--- src/rtl/sqd_pkg.sv ---
// Shared types, constants and helpers for the programmable serial sequence detector.
package sqd_pkg;

  localparam logic OVERLAP_ON  = 1'b1;
  localparam logic OVERLAP_OFF = 1'b0;

  // Control state is derived from FILL and LEN, never stored separately.
  typedef enum logic [1:0] {
    ST_DISABLED = 2'd0,
    ST_FILLING  = 2'd1,
    ST_ARMED    = 2'd2
  } sqd_state_e;

  function automatic int len_w(input int max_len);
    return $clog2(max_len + 1);
  endfunction

  function automatic logic [31:0] clamp_len(input logic [31:0] len_in, input logic [31:0] max_len);
    return (len_in > max_len) ? max_len : len_in;
  endfunction

endpackage

--- src/rtl/sqd_programmable_if.sv ---
// Serial data, pattern programming and match status bundle of the sequence detector.
interface sqd_programmable_if
  import sqd_pkg::*;
#(
  parameter int MAX_LEN = 8,
  parameter int CNT_W   = 8,
  parameter int LEN_W   = len_w(MAX_LEN)
) ();

  logic               X;
  logic               X_VALID;
  logic               OVERLAP;
  logic               PAT_LOAD;
  logic [MAX_LEN-1:0] PAT_IN;
  logic [LEN_W-1:0]   LEN_IN;
  logic               CNT_CLR;
  logic               Z_OUT;
  logic [CNT_W-1:0]   MATCH_CNT;
  logic               ARMED;

  modport master (
    output X, X_VALID, OVERLAP, PAT_LOAD, PAT_IN, LEN_IN, CNT_CLR,
    input  Z_OUT, MATCH_CNT, ARMED
  );

  modport slave (
    input  X, X_VALID, OVERLAP, PAT_LOAD, PAT_IN, LEN_IN, CNT_CLR,
    output Z_OUT, MATCH_CNT, ARMED
  );

endinterface

--- src/rtl/sqd_match_counter.sv ---
// Saturating match counter; a clear coinciding with a match restarts the count at one.
module sqd_match_counter
  import sqd_pkg::*;
#(
  parameter int CNT_W = 8
) (
  input  logic             clk_i,
  input  logic             rst_i,
  input  logic             clr_i,
  input  logic             inc_i,
  output logic [CNT_W-1:0] cnt_o
);

  localparam logic [CNT_W-1:0] CNT_MAX = {CNT_W{1'b1}};

  logic [CNT_W-1:0] cnt_q;
  logic [CNT_W-1:0] cnt_d;

  // Next count: clear wins over increment but still counts the coinciding match.
  always_comb begin
    cnt_d = cnt_q;
    if (clr_i) begin
      cnt_d    = {CNT_W{1'b0}};
      cnt_d[0] = inc_i;
    end else if (inc_i && (cnt_q != CNT_MAX)) begin
      cnt_d = cnt_q + 1'b1;
    end else begin
      cnt_d = cnt_q;
    end
  end

  // Count register.
  always_ff @(posedge clk_i) begin
    if (rst_i) begin
      cnt_q <= {CNT_W{1'b0}};
    end else begin
      cnt_q <= cnt_d;
    end
  end

  assign cnt_o = cnt_q;

endmodule

--- src/rtl/sqd_programmable.sv ---
// Runtime-programmable serial sequence detector: compares the last LEN accepted bits
// against a loadable pattern and pulses Z_OUT on each (overlapping or not) match.
module sqd_programmable
  import sqd_pkg::*;
#(
  parameter int                 MAX_LEN = 8,
  parameter int                 CNT_W   = 8,
  parameter logic [MAX_LEN-1:0] DEF_PAT = 8'b0000_1011,
  parameter int                 DEF_LEN = 4
) (
  input logic               CLK,
  input logic               RESET,
  sqd_programmable_if.slave bus
);

  localparam int               LEN_W     = len_w(MAX_LEN);
  localparam logic [LEN_W-1:0] LEN_ZERO  = {LEN_W{1'b0}};
  localparam logic [MAX_LEN-1:0] PAT_ZERO = {MAX_LEN{1'b0}};
  localparam logic [LEN_W-1:0] DEF_LEN_C = LEN_W'(clamp_len(32'(DEF_LEN), 32'(MAX_LEN)));

  logic [MAX_LEN-1:0] pat_q, pat_d;
  logic [MAX_LEN-1:0] hist_q, hist_d;
  logic [LEN_W-1:0]   len_q, len_d;
  logic [LEN_W-1:0]   fill_q, fill_d;
  logic               z_q, z_d;
  logic               armed_q, armed_d;

  sqd_state_e         state_s;
  logic               accept_s;
  logic               match_s;
  logic [MAX_LEN-1:0] hist_shift_s;
  logic [MAX_LEN-1:0] len_mask_s;
  logic [LEN_W-1:0]   fill_inc_s;
  logic [LEN_W-1:0]   len_load_s;

  // Decode the control state from the fill level.
  always_comb begin
    if (len_q == LEN_ZERO) begin
      state_s = ST_DISABLED;
    end else if (fill_q < len_q) begin
      state_s = ST_FILLING;
    end else begin
      state_s = ST_ARMED;
    end
  end

  // Candidate history, active-length mask and saturating fill for an accepted bit.
  always_comb begin
    accept_s     = bus.X_VALID & ~bus.PAT_LOAD;
    hist_shift_s = {hist_q[MAX_LEN-2:0], bus.X};
    len_load_s   = LEN_W'(clamp_len(32'(bus.LEN_IN), 32'(MAX_LEN)));
    for (int i = 0; i < MAX_LEN; i++) begin
      len_mask_s[i] = (i < int'(len_q));
    end
    case (state_s)
      ST_DISABLED: fill_inc_s = LEN_ZERO;
      ST_FILLING:  fill_inc_s = fill_q + 1'b1;
      ST_ARMED:    fill_inc_s = len_q;
      default:     fill_inc_s = LEN_ZERO;
    endcase
    match_s = accept_s && (state_s != ST_DISABLED) && (fill_inc_s == len_q) &&
              (((hist_shift_s ^ pat_q) & len_mask_s) == PAT_ZERO);
  end

  // Next-state: a pattern load restarts the window and swallows any same-cycle bit.
  always_comb begin
    pat_d  = pat_q;
    len_d  = len_q;
    hist_d = hist_q;
    fill_d = fill_q;
    if (bus.PAT_LOAD) begin
      pat_d  = bus.PAT_IN;
      len_d  = len_load_s;
      hist_d = PAT_ZERO;
      fill_d = LEN_ZERO;
    end else if (accept_s) begin
      hist_d = hist_shift_s;
      if (match_s && (bus.OVERLAP == OVERLAP_OFF)) begin
        fill_d = LEN_ZERO;
      end else begin
        fill_d = fill_inc_s;
      end
    end else begin
      hist_d = hist_q;
      fill_d = fill_q;
    end
    z_d     = match_s;
    armed_d = (len_d != LEN_ZERO) && (fill_d == len_d);
  end

  // State and output registers.
  always_ff @(posedge CLK) begin
    if (RESET) begin
      pat_q   <= DEF_PAT;
      len_q   <= DEF_LEN_C;
      hist_q  <= PAT_ZERO;
      fill_q  <= LEN_ZERO;
      z_q     <= 1'b0;
      armed_q <= 1'b0;
    end else begin
      pat_q   <= pat_d;
      len_q   <= len_d;
      hist_q  <= hist_d;
      fill_q  <= fill_d;
      z_q     <= z_d;
      armed_q <= armed_d;
    end
  end

  sqd_match_counter #(
    .CNT_W (CNT_W)
  ) u_match_counter (
    .clk_i (CLK),
    .rst_i (RESET),
    .clr_i (bus.CNT_CLR),
    .inc_i (match_s),
    .cnt_o (bus.MATCH_CNT)
  );

  assign bus.Z_OUT = z_q;
  assign bus.ARMED = armed_q;

endmodule
--- src/flat_wrapper.sv ---
// flat-port wrapper written by rule: the top's interface ports become plain ports
module sqd_programmable_flat import sqd_pkg::*;
#(
  parameter int                 MAX_LEN = 8,
  parameter int                 CNT_W   = 8,
  parameter logic [MAX_LEN-1:0] DEF_PAT = 8'b0000_1011,
  parameter int                 DEF_LEN = 4
)
  (CLK, RESET, bus_X, bus_X_VALID, bus_OVERLAP, bus_PAT_LOAD, bus_PAT_IN, bus_LEN_IN, bus_CNT_CLR, bus_Z_OUT, bus_MATCH_CNT, bus_ARMED);
  sqd_programmable_if #(.MAX_LEN(MAX_LEN), .CNT_W(CNT_W)) bus_i ();
  input logic CLK;
  input logic RESET;
  input wire logic [$bits(bus_i.X)-1:0] bus_X;
  input wire logic [$bits(bus_i.X_VALID)-1:0] bus_X_VALID;
  input wire logic [$bits(bus_i.OVERLAP)-1:0] bus_OVERLAP;
  input wire logic [$bits(bus_i.PAT_LOAD)-1:0] bus_PAT_LOAD;
  input wire logic [$bits(bus_i.PAT_IN)-1:0] bus_PAT_IN;
  input wire logic [$bits(bus_i.LEN_IN)-1:0] bus_LEN_IN;
  input wire logic [$bits(bus_i.CNT_CLR)-1:0] bus_CNT_CLR;
  output wire logic [$bits(bus_i.Z_OUT)-1:0] bus_Z_OUT;
  output wire logic [$bits(bus_i.MATCH_CNT)-1:0] bus_MATCH_CNT;
  output wire logic [$bits(bus_i.ARMED)-1:0] bus_ARMED;
  assign bus_i.X = bus_X;
  assign bus_i.X_VALID = bus_X_VALID;
  assign bus_i.OVERLAP = bus_OVERLAP;
  assign bus_i.PAT_LOAD = bus_PAT_LOAD;
  assign bus_i.PAT_IN = bus_PAT_IN;
  assign bus_i.LEN_IN = bus_LEN_IN;
  assign bus_i.CNT_CLR = bus_CNT_CLR;
  assign bus_Z_OUT = bus_i.Z_OUT;
  assign bus_MATCH_CNT = bus_i.MATCH_CNT;
  assign bus_ARMED = bus_i.ARMED;
  sqd_programmable #(.MAX_LEN(MAX_LEN), .CNT_W(CNT_W), .DEF_PAT(DEF_PAT), .DEF_LEN(DEF_LEN)) u_core (.CLK(CLK), .RESET(RESET), .bus(bus_i));
endmodule
--- config.mk ---
export PLATFORM = sky130hd
export DESIGN_NAME = sqd_programmable_flat
export DESIGN_NICKNAME = d
export VERILOG_FILES = /design/src/rtl/sqd_pkg.sv /design/src/rtl/sqd_programmable_if.sv /design/src/rtl/sqd_match_counter.sv /design/src/rtl/sqd_programmable.sv /design/src/flat_wrapper.sv
export SDC_FILE = /design/constraint.sdc
export NUM_CORES = 1
export LEC_CHECK = 0
export ABC_AREA = 1
export CAP_MARGIN = 5
export CORE_MARGIN = 5
export CORE_UTILIZATION = 53
export CTS_CLUSTER_SIZE = 16
export DETAILED_ROUTE_END_ITERATION = 6
export PLACE_DENSITY = 0.88
export SLEW_MARGIN = 10
export SYNTH_ARGS = -nofsm -noshare
export SYNTH_HDL_FRONTEND = slang
export SYNTH_SLANG_ARGS = --single-unit
export TNS_END_PERCENT = 100
--- constraint.sdc ---
create_clock -name CLK -period 2.45 [get_ports CLK]
set_clock_uncertainty 0.05 [all_clocks]
set_input_delay 0.245 -clock CLK [delete_from_list [all_inputs] [get_ports CLK]]
set_output_delay 0.245 -clock CLK [all_outputs]
set_load 0.05 [all_outputs]
# Word-level counts from Yosys, hierarchy flattened
# Index checks and enable logic that the tools add are counted.
# W data, S select, Z words.
[word_totals]
register_bits = 33
latchBits = 0
ram_bits = 0
mem_bits_ro = 0
input_bits = 19
memories = 0
[classes]
n_addsub = 2
n_mul = 0
div_mod_pow = 0
order_cmp = 10
eq_ne = 5
shift = 0
muxes = 10
n_bitwise = 5
n_reduce_logical = 13
[op_table]
columns = ["operator", "count"]
rows = [
  ["$mux W4", 5],
  ["$lt A3 B4 Y1 const A", 4],
  ["$add A8 B1 Y8 const B", 1],
  ["$and A8 B8 Y8", 1],
  ["$eq A4 B4 Y1", 2],
  ["$logic_not A8 Y1", 1],
  ["$lt A1 B4 Y1 const A", 2],
  ["$lt A2 B4 Y1 const A", 2],
  ["$ne A8 B8 Y1 const B", 1],
  ["$pmux W4 S2", 1],
  ["$xor A8 B8 Y8", 1],
  ["$logic_and A1 B1 Y1", 6],
  ["$add A4 B1 Y4 const B", 1],
  ["$gt A4 B4 Y1 const B", 1],
  ["$logic_not A4 Y1", 1],
  ["$lt A4 B4 Y1", 1],
  ["$mux W2", 2],
  ["$reduce_bool A2 Y1", 2],
  ["$reduce_bool A4 Y1", 1],
  ["$reduce_or A2 Y1", 2],
  ["$eq A2 B1 Y1 const B", 1],
  ["$eq A2 B2 Y1 const B", 1],
  ["$mux W1", 2],
  ["$not A1 Y1", 2],
  ["$and A1 B1 Y1", 1],
]

# Depth between registers and ports, before layout
# Gate-level depths: netlist of run 1.
[depth]
depth_word = 14
ltp_mapped = 17

# By module
# From an unflattened synthesis of run 1, not the netlist that was laid out.
[hier_totals]
cells_unflattened = 297
hier_area_um2 = 1965.6
[by_module_without_submodules]
columns = ["module", "n_inst", "cells_per_inst", "area_per_inst_um2", "seq_area_each_um2"]
rows = [
  ["sqd_programmable", 1, 224, 1477.7, 500.5],
  ["sqd_match_counter", 1, 73, 488.0, 160.2],
]

# Least setup slack after synthesis of run 1
# OpenSTA, ideal clock, no wires.
[synth_path]
path_kind = "reg-to-reg"
startpoint = "register u_core.u_match_counter.cnt_q[1] (netlist: u_core.u_match_counter.cnt_o[1])"
endpoint = "register u_core.u_match_counter.cnt_q[4] (netlist: u_core.u_match_counter.cnt_o[4])"
t_arrival_ns = 2.067
t_required_ns = 2.261
slack_ns = 0.194
path_stages_with_launch = 11
n_path_buf = 0
period_less_slack_ns = 2.256
path_cell_list = "dfxtp_1 > ha_1 > inv_1 > nor4_1 > inv_1 > nor3_1 > nor2_4 > nand4_1 > clkinv_1 > o21ai_0 > a21oi_1"
[synth_via]
elab_chain_len = 2
elab_cells_between_ends = 3
cone_classes = "add/sub (1); eq/ne (1); reduce/logical (1)"
[synth_lines]
columns = ["item", "line_no", "text"]
rows = [
  ["start, declared", "sqd_match_counter.sv:16", "logic [CNT_W-1:0] cnt_q;"],
  ["start signal, assigned", "sqd_match_counter.sv:35", "cnt_q <= {CNT_W{1'b0}};"],
  ["start signal, assigned", "sqd_match_counter.sv:37", "cnt_q <= cnt_d;"],
  ["branches (longest 2 deep; another with $add A8 B1 Y8)", "--", ""],
]
# Several ways; the timed one is not identified.
# A chain may end at the register's enable or synchronous reset.

# Worst setup path in the final report of run 1
[layout_path]
startpoint = "register u_core.len_q[1]"
endpoint = "register u_core.armed_q (netlist: u_core.bus.ARMED)"
[layout_via]
elab_chain_len = 14
elab_cells_between_ends = 30
cone_classes = "order compare (9); eq/ne (4); mux (7); bitwise (1); reduce/logical (9)"
[layout_lines]
columns = ["item", "line_no", "text"]
rows = [
  ["start, declared", "sqd_programmable.sv:23", "logic [LEN_W-1:0] len_q, len_d;"],
  ["start signal, assigned", "sqd_programmable.sv:102", "len_q <= len_d;"],
  ["$lt A4 B4 Y1", "sqd_programmable.sv:40", "end else if (fill_q < len_q) begin"],
  ["$mux W2", "sqd_programmable.sv:40", ""],
  ["$mux W2", "sqd_programmable.sv:38", "if (len_q == LEN_ZERO) begin"],
  ["$eq A2 B2 Y1 / $eq A2 B1 Y1 (equally long branches)", "sqd_programmable.sv:55", "case (state_s)"],
  ["$pmux W4 S2", "sqd_programmable.sv:55", ""],
  ["$eq A4 B4 Y1", "sqd_programmable.sv:61", "match_s = accept_s && (state_s != ST_DISABLED) && (fill_inc_s == len_q) &&"],
  ["$logic_and A1 B1 Y1 (2 in series)", "sqd_programmable.sv:61", ""],
  ["$logic_and A1 B1 Y1", "sqd_programmable.sv:78", "if (match_s && (bus.OVERLAP == OVERLAP_OFF)) begin"],
  ["$mux W4", "sqd_programmable.sv:78", ""],
  ["$mux W4", "sqd_programmable.sv:76", "end else if (accept_s) begin"],
  ["$mux W4", "sqd_programmable.sv:71", "if (bus.PAT_LOAD) begin"],
  ["$eq A4 B4 Y1", "sqd_programmable.sv:88", "armed_d = (len_d != LEN_ZERO) && (fill_d == len_d);"],
  ["$logic_and A1 B1 Y1 (*)", "sqd_programmable.sv:88", ""],
  ["end signal, assigned", "sqd_programmable.sv:106", "armed_q <= armed_d;"],
  ["end, declared", "sqd_programmable.sv:26", "logic armed_q, armed_d;"],
]
# Every way passes the cells marked *; elsewhere a longest branch is shown, timed or not.

==> impl_metrics.toml, run 1 <==
[outcome]
status = "complete, no violations"

[clock_tree]
clock-sinks = 33
htreeDepth = 2
clk_pin_slew_ps = 110
cts_hold_buf = 0
cts-buffers-inserted = 5
clock_latency_ps = 350
cts_tree = "done"
root_buffer = "clkbuf_4"
cts_buffer_depth = 2

[synthesis]
ys_seq_area_share_pct = 34.9
synthArstFlopShare_pct = 0
synth-edff-count = 0
synth-seq-cells = 33
syn_nets = 306
avgSynthCellArea_um2 = 6.72
syn-instance-count = 282
synthFlopType = "dfxtp_1"
yosys_warnings = 0
syn_area_mm2 = 0.00190
synth_cell_types = 35

[sta]
hold_violations = 0
worst_pin_slew_ps = 507
whs_ps = 426
max_freq_ghz = 0.427
layout_setup_ws_ps = 107
relSlewSlack_pct = 66.1
fin_crit_sh_pct = 95.6
tns_ps = 0
period_needed_ps = 2340
setup_viol = 0
slew_viol_final = 0

[worst_hold_path]
hold_start = "bus_PAT_IN[6]"
hold_depth = 3
hold_path_class = "input port to register"
hold_end = "u_core.pat_q[6]$_SDFFE_PP0P_"

[finish]
syn2layout_area_growth_pct = 28.8
drive_above_1_share_pct = 13.4
fillCellCount = 260
seq_area_um2 = 668
fin_cells = 374
fin_nets = 351
antenna_cells = 0
utilization_pct = 72.1
multi_input_area_mm2 = 0.00104

[placement]
portBuffers = 28
routabilityCongestion = 1.01
dp_hpwl_mm = 3.54
place_ws_ps = 114
placed_cells = 364

[die]
die_x_um = 69.8
coreArea_mm2 = 0.00339
io_pins = 29
dieArea_mm2 = 0.00487
die_y_um = 69.8
initial_core_util_pct = 55.9
num_rows = 21

[drt]
dr_total_vias = 1993
route.detailed.drc = 0
routed_via_density = 5.33
wl_per_cell_um = 13.0
first_iter_violations = 148
wl_mm = 4.87
dr.pass1.iters = 4
antenna_left = 0

[global_route]
grt_overflow = 0
grt_pass1_wl_mm = 7.60
antenna_found_initial = 0
grt.total_usage_pct = 19.1
grt_pass1_vias = 1815
grt_max_degree = 13

[worst_setup_path]
setup.worst_path.start_class = "register"
cp.required_ps = 2690
end_kind = "register"
critical_path_class = "register to register"
worstReg2RegEnd = "u_core.bus.ARMED$_SDFF_PP0_"
r2r_slack_ps = 110
r2r_cells = 16
crit_fanout = 7
r2r-start = "u_core.len_q[1]$_SDFF_PP0_"
cp.arrival_ps = 2580

[power]
ir_drop_v = 0.000426
leakage_nw = 1.09
p_per_area_mw_per_mm2 = 515

[flow_run]
cap_violations = 0
-- synth_stat cells (all sizes together), types with 3 or more instances --
master | n | share of area [%]
nand4 | 7 | 2.3
clkbuf | 3 | 0.59
nand3 | 20 | 5.5
o211ai | 4 | 1.6
nor2 | 32 | 8.0
nand2 | 64 | 13
buf | 3 | 1.1
xnor2 | 4 | 1.8
nor4 | 3 | 0.99
o21ai | 11 | 2.9
dfxtp | 33 | 35
a21oi | 19 | 5.2
nor3 | 7 | 2.1
a211oi | 8 | 3.2
o22ai | 3 | 0.99
inv | 48 | 9.5
ha | 5 | 3.3
-- sequential cells by signal, summed over array words and instances, names as in the netlist --
signal,flops
u_core.bus.Z_OUT,1
u_core.pat_q,8
u_core.bus.ARMED,1
u_core.fill_q,4
u_core.u_match_counter.cnt_o,8
u_core.len_q,4
u_core.hist_q,7
-- power by group --
part,leakage [nW],internal [W],switching [W]
combinational,0.770,0.000105,0.000137
sequential,0.271,0.000557,0.0000154
clock,0.0445,0.000242,0.000200
-- placed cells by master (no fill, tap or decap), types with 2 or more instances in the layout --
cell and instances:
nor3_1 6, nand2_1 60, clkdlybuf4s50_1 28, buf_4 15
nor2_1 27, nand2_2 4, dfxtp_1 29, a21oi_2 2
o211ai_1 4, nor2_2 3, nand4_1 7, xnor2_1 4
a211oi_1 8, o21ai_0 10, dfxtp_2 3, inv_1 47
a21oi_1 17, nor4_1 3, nand3_1 19, o22ai_1 3
clkbuf_4 5, ha_1 4
-- metrics by stage --
step / cell area (µm²) / power [W]
after CTS: 2390 / 0.00125
after global routing: 2440 / 0.00131
final: 2440 / 0.00126
after global placement: 2310 / 0.000805
after floorplan: 1900 / 0.000722
after detailed placement: 2310 / 0.000810
-- worst max path at each step --
stage / startpoint / endpoint / cells past startpoint
2_1_floorplan: u_core.u_match_counter.cnt_o[1]$_SDFFE_PP0P_ / u_core.u_match_counter.cnt_o[4]$_SDFFE_PP0P_ / 10
4_1_cts: u_core.len_q[2]$_SDFF_PP1_ / u_core.bus.ARMED$_SDFF_PP0_ / 17
5_1_grt: u_core.len_q[1]$_SDFF_PP0_ / u_core.bus.ARMED$_SDFF_PP0_ / 16
6_report: u_core.len_q[1]$_SDFF_PP0_ / u_core.bus.ARMED$_SDFF_PP0_ / 16
3_5_place_dp: u_core.len_q[2]$_SDFF_PP1_ / u_core.u_match_counter.cnt_o[7]$_SDFFE_PP0P_ / 16
3_3_place_gp: u_core.len_q[2]$_SDFF_PP1_ / u_core.u_match_counter.cnt_o[7]$_SDFFE_PP0P_ / 16
-- layout make-up --
| cell class | count | share of cell area (%) |
|---|---|---|
| Multi-Input combinational cell | 194 | 42.6 |
| Sequential cell | 33 | 27.4 |
| Timing Repair Buffer | 44 | 16.5 |
| Inverter | 49 | 7.53 |
| Tap cell | 46 | 2.36 |
| Clock buffer | 6 | 2.10 |
| Clock inverter | 2 | 1.54 |
-- worst max-delay path: stages, from the launching register on --
cell     delay, ps
dfxtp_2        340
inv_1           70
ha_1           280
nand2_1         70
nand2_1         60
a21oi_2        200
buf_6          150
nand4_1        110
nand2_1        100
inv_1           60
nand4_1        210
nand3_1        140
nand2_1        120
nand2_1         80
nand2_1         70
nand3_1         70
nor2_1         100
-- logic make-up (layout without fill, tap and decap cells) --
family                   Yosys count  after routing  synth area share, %
AND/OR/NAND/NOR                  135            135                 32.6
buffers and inverters             55            101                 11.4
AO/OA/AOI/OAI                     49             49                 15.5
flip-flops                        33             33                 34.9
adder cells (fa/ha/maj)            5              5                 3.30
XOR/XNOR                           5              5                 2.31
-- repair_timing --
action,4_1_cts,5_1_grt
resized for setup,0,10
setup endpoints to repair,0,5
setup buffers,0,2
hold endpoints to repair,0,0
-- layer usage --
metal	track usage, %	part of all wire, %
met1	21.9	42
met2	34.0	50
met3	4.49	6.9
met4	7.23	1.4
met5	0	0
No activity file was read; power rests on OpenSTA's default activity.
==> run 2, diff against run 1 <==
--- a/config.mk
+++ b/config.mk
@@ -6,7 +6,6 @@
 export NUM_CORES = 1
 export LEC_CHECK = 0
 export ABC_AREA = 1
-export CAP_MARGIN = 5
 export CORE_MARGIN = 5
 export CORE_UTILIZATION = 53
 export CTS_CLUSTER_SIZE = 16
==> results of run 2 <==
Same layout as run 1: the final DEF is identical, and so are final timing and power.
==> run 3, diff against run 2 <==
--- a/config.mk
+++ b/config.mk
@@ -7,10 +7,11 @@
 export LEC_CHECK = 0
 export ABC_AREA = 1
 export CORE_MARGIN = 5
-export CORE_UTILIZATION = 53
+export CORE_UTILIZATION = 62
 export CTS_CLUSTER_SIZE = 16
 export DETAILED_ROUTE_END_ITERATION = 6
-export PLACE_DENSITY = 0.88
+export DONT_BUFFER_PORTS = 1
+export PLACE_DENSITY = 0.87
 export SLEW_MARGIN = 10
 export SYNTH_ARGS = -nofsm -noshare
 export SYNTH_HDL_FRONTEND = slang
==> run 3 against run 2 <==
Die area fell by 13%. Global-route usage up 4.0 points. Worst setup slack improved by 68 ps. Hold slack lost 420 ps. Largest cell class unchanged. Combinational power is 9.9% lower. Sequential power grew 0.7%. Sequential share of layout area up 2.0 points. Routed wire length shrank 2.2%.
==> impl_metrics.toml, run 3 (same netlist as run 1, synthesis figures left out) <==
[clock_tree]
clock_latency_ps = 350
clk_pin_slew_ps = 110
cts-buffers-inserted = 5
htreeDepth = 2
root_buffer = "clkbuf_4"
cts_tree = "done"
clock-sinks = 33
cts_buffer_depth = 2

[finish]
syn2layout_area_growth_pct = 20.7
final_area_mm2 = 0.00229
layout_common_cells = "nand2_1 (58), inv_1 (44), nor2_1 (26), dfxtp_1 (26), buf_4 (21)"
antenna_cells = 0
layout_commonest_cell = "nand2_1"
fillCellCount = 212
multi_input_area_mm2 = 0.00107
utilization_pct = 76.2
seq_area_um2 = 672
fin_nets = 336
drive_above_1_share_pct = 19.5

[sta]
period_needed_ps = 2280
rsz0062_at_grt = "true"
relSlewSlack_pct = 67.5
setup_viol = 0
max_freq_ghz = 0.439
hold_violations = 0
layout_setup_ws_ps = 174
worst_pin_slew_ps = 487
fin_crit_sh_pct = 92.9
slew_viol_final = 0

[placement]
place_ws_ps = 56.0
place_area_mm2 = 0.00202
routabilityCongestion = 1.02
dp_hpwl_mm = 3.39
portBuffers = 0

[drt]
routed_via_density = 5.54
wl_mm = 4.76
antenna_left = 0
first_iter_violations = 119
dr_total_vias = 1917
dr.pass1.iters = 4
wl_per_cell_um = 13.8
route.detailed.drc = 0

[global_route]
grt.total_usage_pct = 23.1
grt_pass1_wl_mm = 7.60
grt_pass1_vias = 1762
grt_overflow = 0
grt_max_degree = 13
antenna_found_initial = 0

[power]
ir_drop_v = 0.000425
p_total_w = 0.00115
p_per_area_mw_per_mm2 = 504
leakage_nw = 1.05

[worst_hold_path]
hold_start = "bus_PAT_LOAD"
hold_path_class = "input port to register"

[die]
die_x_um = 65.3
io_pins = 29
initial_core_util_pct = 63.1
die_y_um = 65.3
dieArea_mm2 = 0.00426
num_rows = 20
coreArea_mm2 = 0.00300

[worst_setup_path]
path_cells = "inv_2 > ha_4 > nand2_1 > nand2_2 > a21oi_4 > buf_12 > o211ai_1 > nand2_1 > nor2_2 > nand3_2 > nor2_4 > buf_4 > nand4_1 > clkinv_1 > o21ai_0 > a21oi_1"
critical_path_class = "register to register"
cp.arrival_ps = 2510
setup.worst_path.start_class = "register"
end_kind = "register"
r2r-start = "u_core.len_q[1]$_SDFF_PP0_"
crit_slowest_cell = "dfxtp_2"
critPathLaunch = "u_core.len_q[1]$_SDFF_PP0_"
crit_top_cell = "nand2_1"
cp.required_ps = 2680
crit_fanout = 6
slowest_delay_ps = 360

[flow_run]
cap_violations = 0

[outcome]
status = "complete, no violations"
[run 3: cell types whose count changed in the layout (fill, tap and decap cells not counted), moves of 3 or more]
cell	change
inv_2	+3
inv_1	-3
dfxtp_2	+3
dlygate4sd3_1	+7
dfxtp_1	-3
buf_4	+6
clkdlybuf4s50_1	-28
[run 3: final timing paths]
check,slack [ps],depth (start not counted),endpoint
worst min-delay path,10,3,u_core.fill_q[3]$_SDFF_PP0_
worst max register to register,170,16,u_core.u_match_counter.cnt_o[4]$_SDFFE_PP0P_
worst max-delay path,170,16,u_core.u_match_counter.cnt_o[4]$_SDFFE_PP0P_
worst min register to register,430,2,u_core.pat_q[7]$_SDFFE_PP0P_
[run 3: power breakdown]
part / internal [W] / switching (W) / total, W
combinational: 0.0000891 / 0.000129 / 0.000218
sequential: 0.000557 / 0.0000191 / 0.000576
clock: 0.000166 / 0.000193 / 0.000359
total: 0.000812 / 0.000341 / 0.00115
[run 3: through the flow]
stage | setup TNS [ps] | hold slack [ps] | std cells
floorplan | 0 | 272 | 282
global placement | 0 | 271 | 325
detailed placement | 0 | 272 | 325
CTS | 0 | 4.98 | 340
global route | -44.6 | 24.4 | 346
finish | 0 | 10.4 | 346
[run 3: repair_timing]
item,in CTS,in global routing
gates resized for setup,1,20
hold buffers,7,0
endpoints found under the setup margin,1,3
pin swaps,0,15
hold endpoints to repair,16,0
buffers inserted,0,6
[run 3: metal layers]
layer  global-route usage (%)  vias to the layer above  part of all wire [%]
li1                         -                      980                     -
met1                     29.0                      863                    42
met2                     37.3                       65                    47
met3                     5.30                        9                   8.5
met4                     11.1                        0                   1.8
met5                        0                        -                     0
[run 3: worst max-delay path, delay by kind of cell, from the launching register on]
kind	cells	cell delay [ps]
and+or+nand+nor	7	750
buffers and inverters	4	410
AOI/OAI and AO/OA	4	390
DFF	1	360
adders and majority gates	1	250
[run 3: cell type report]
type                    count  share of cell area (%)
well taps                  33                    1.81
inverters                  49                    8.04
flip-flops and latches     33                    29.4
repair buffers             29                    10.8
clock inverters             1                   0.219
multi-input cells         194                    46.9
clock buffers               7                    2.84
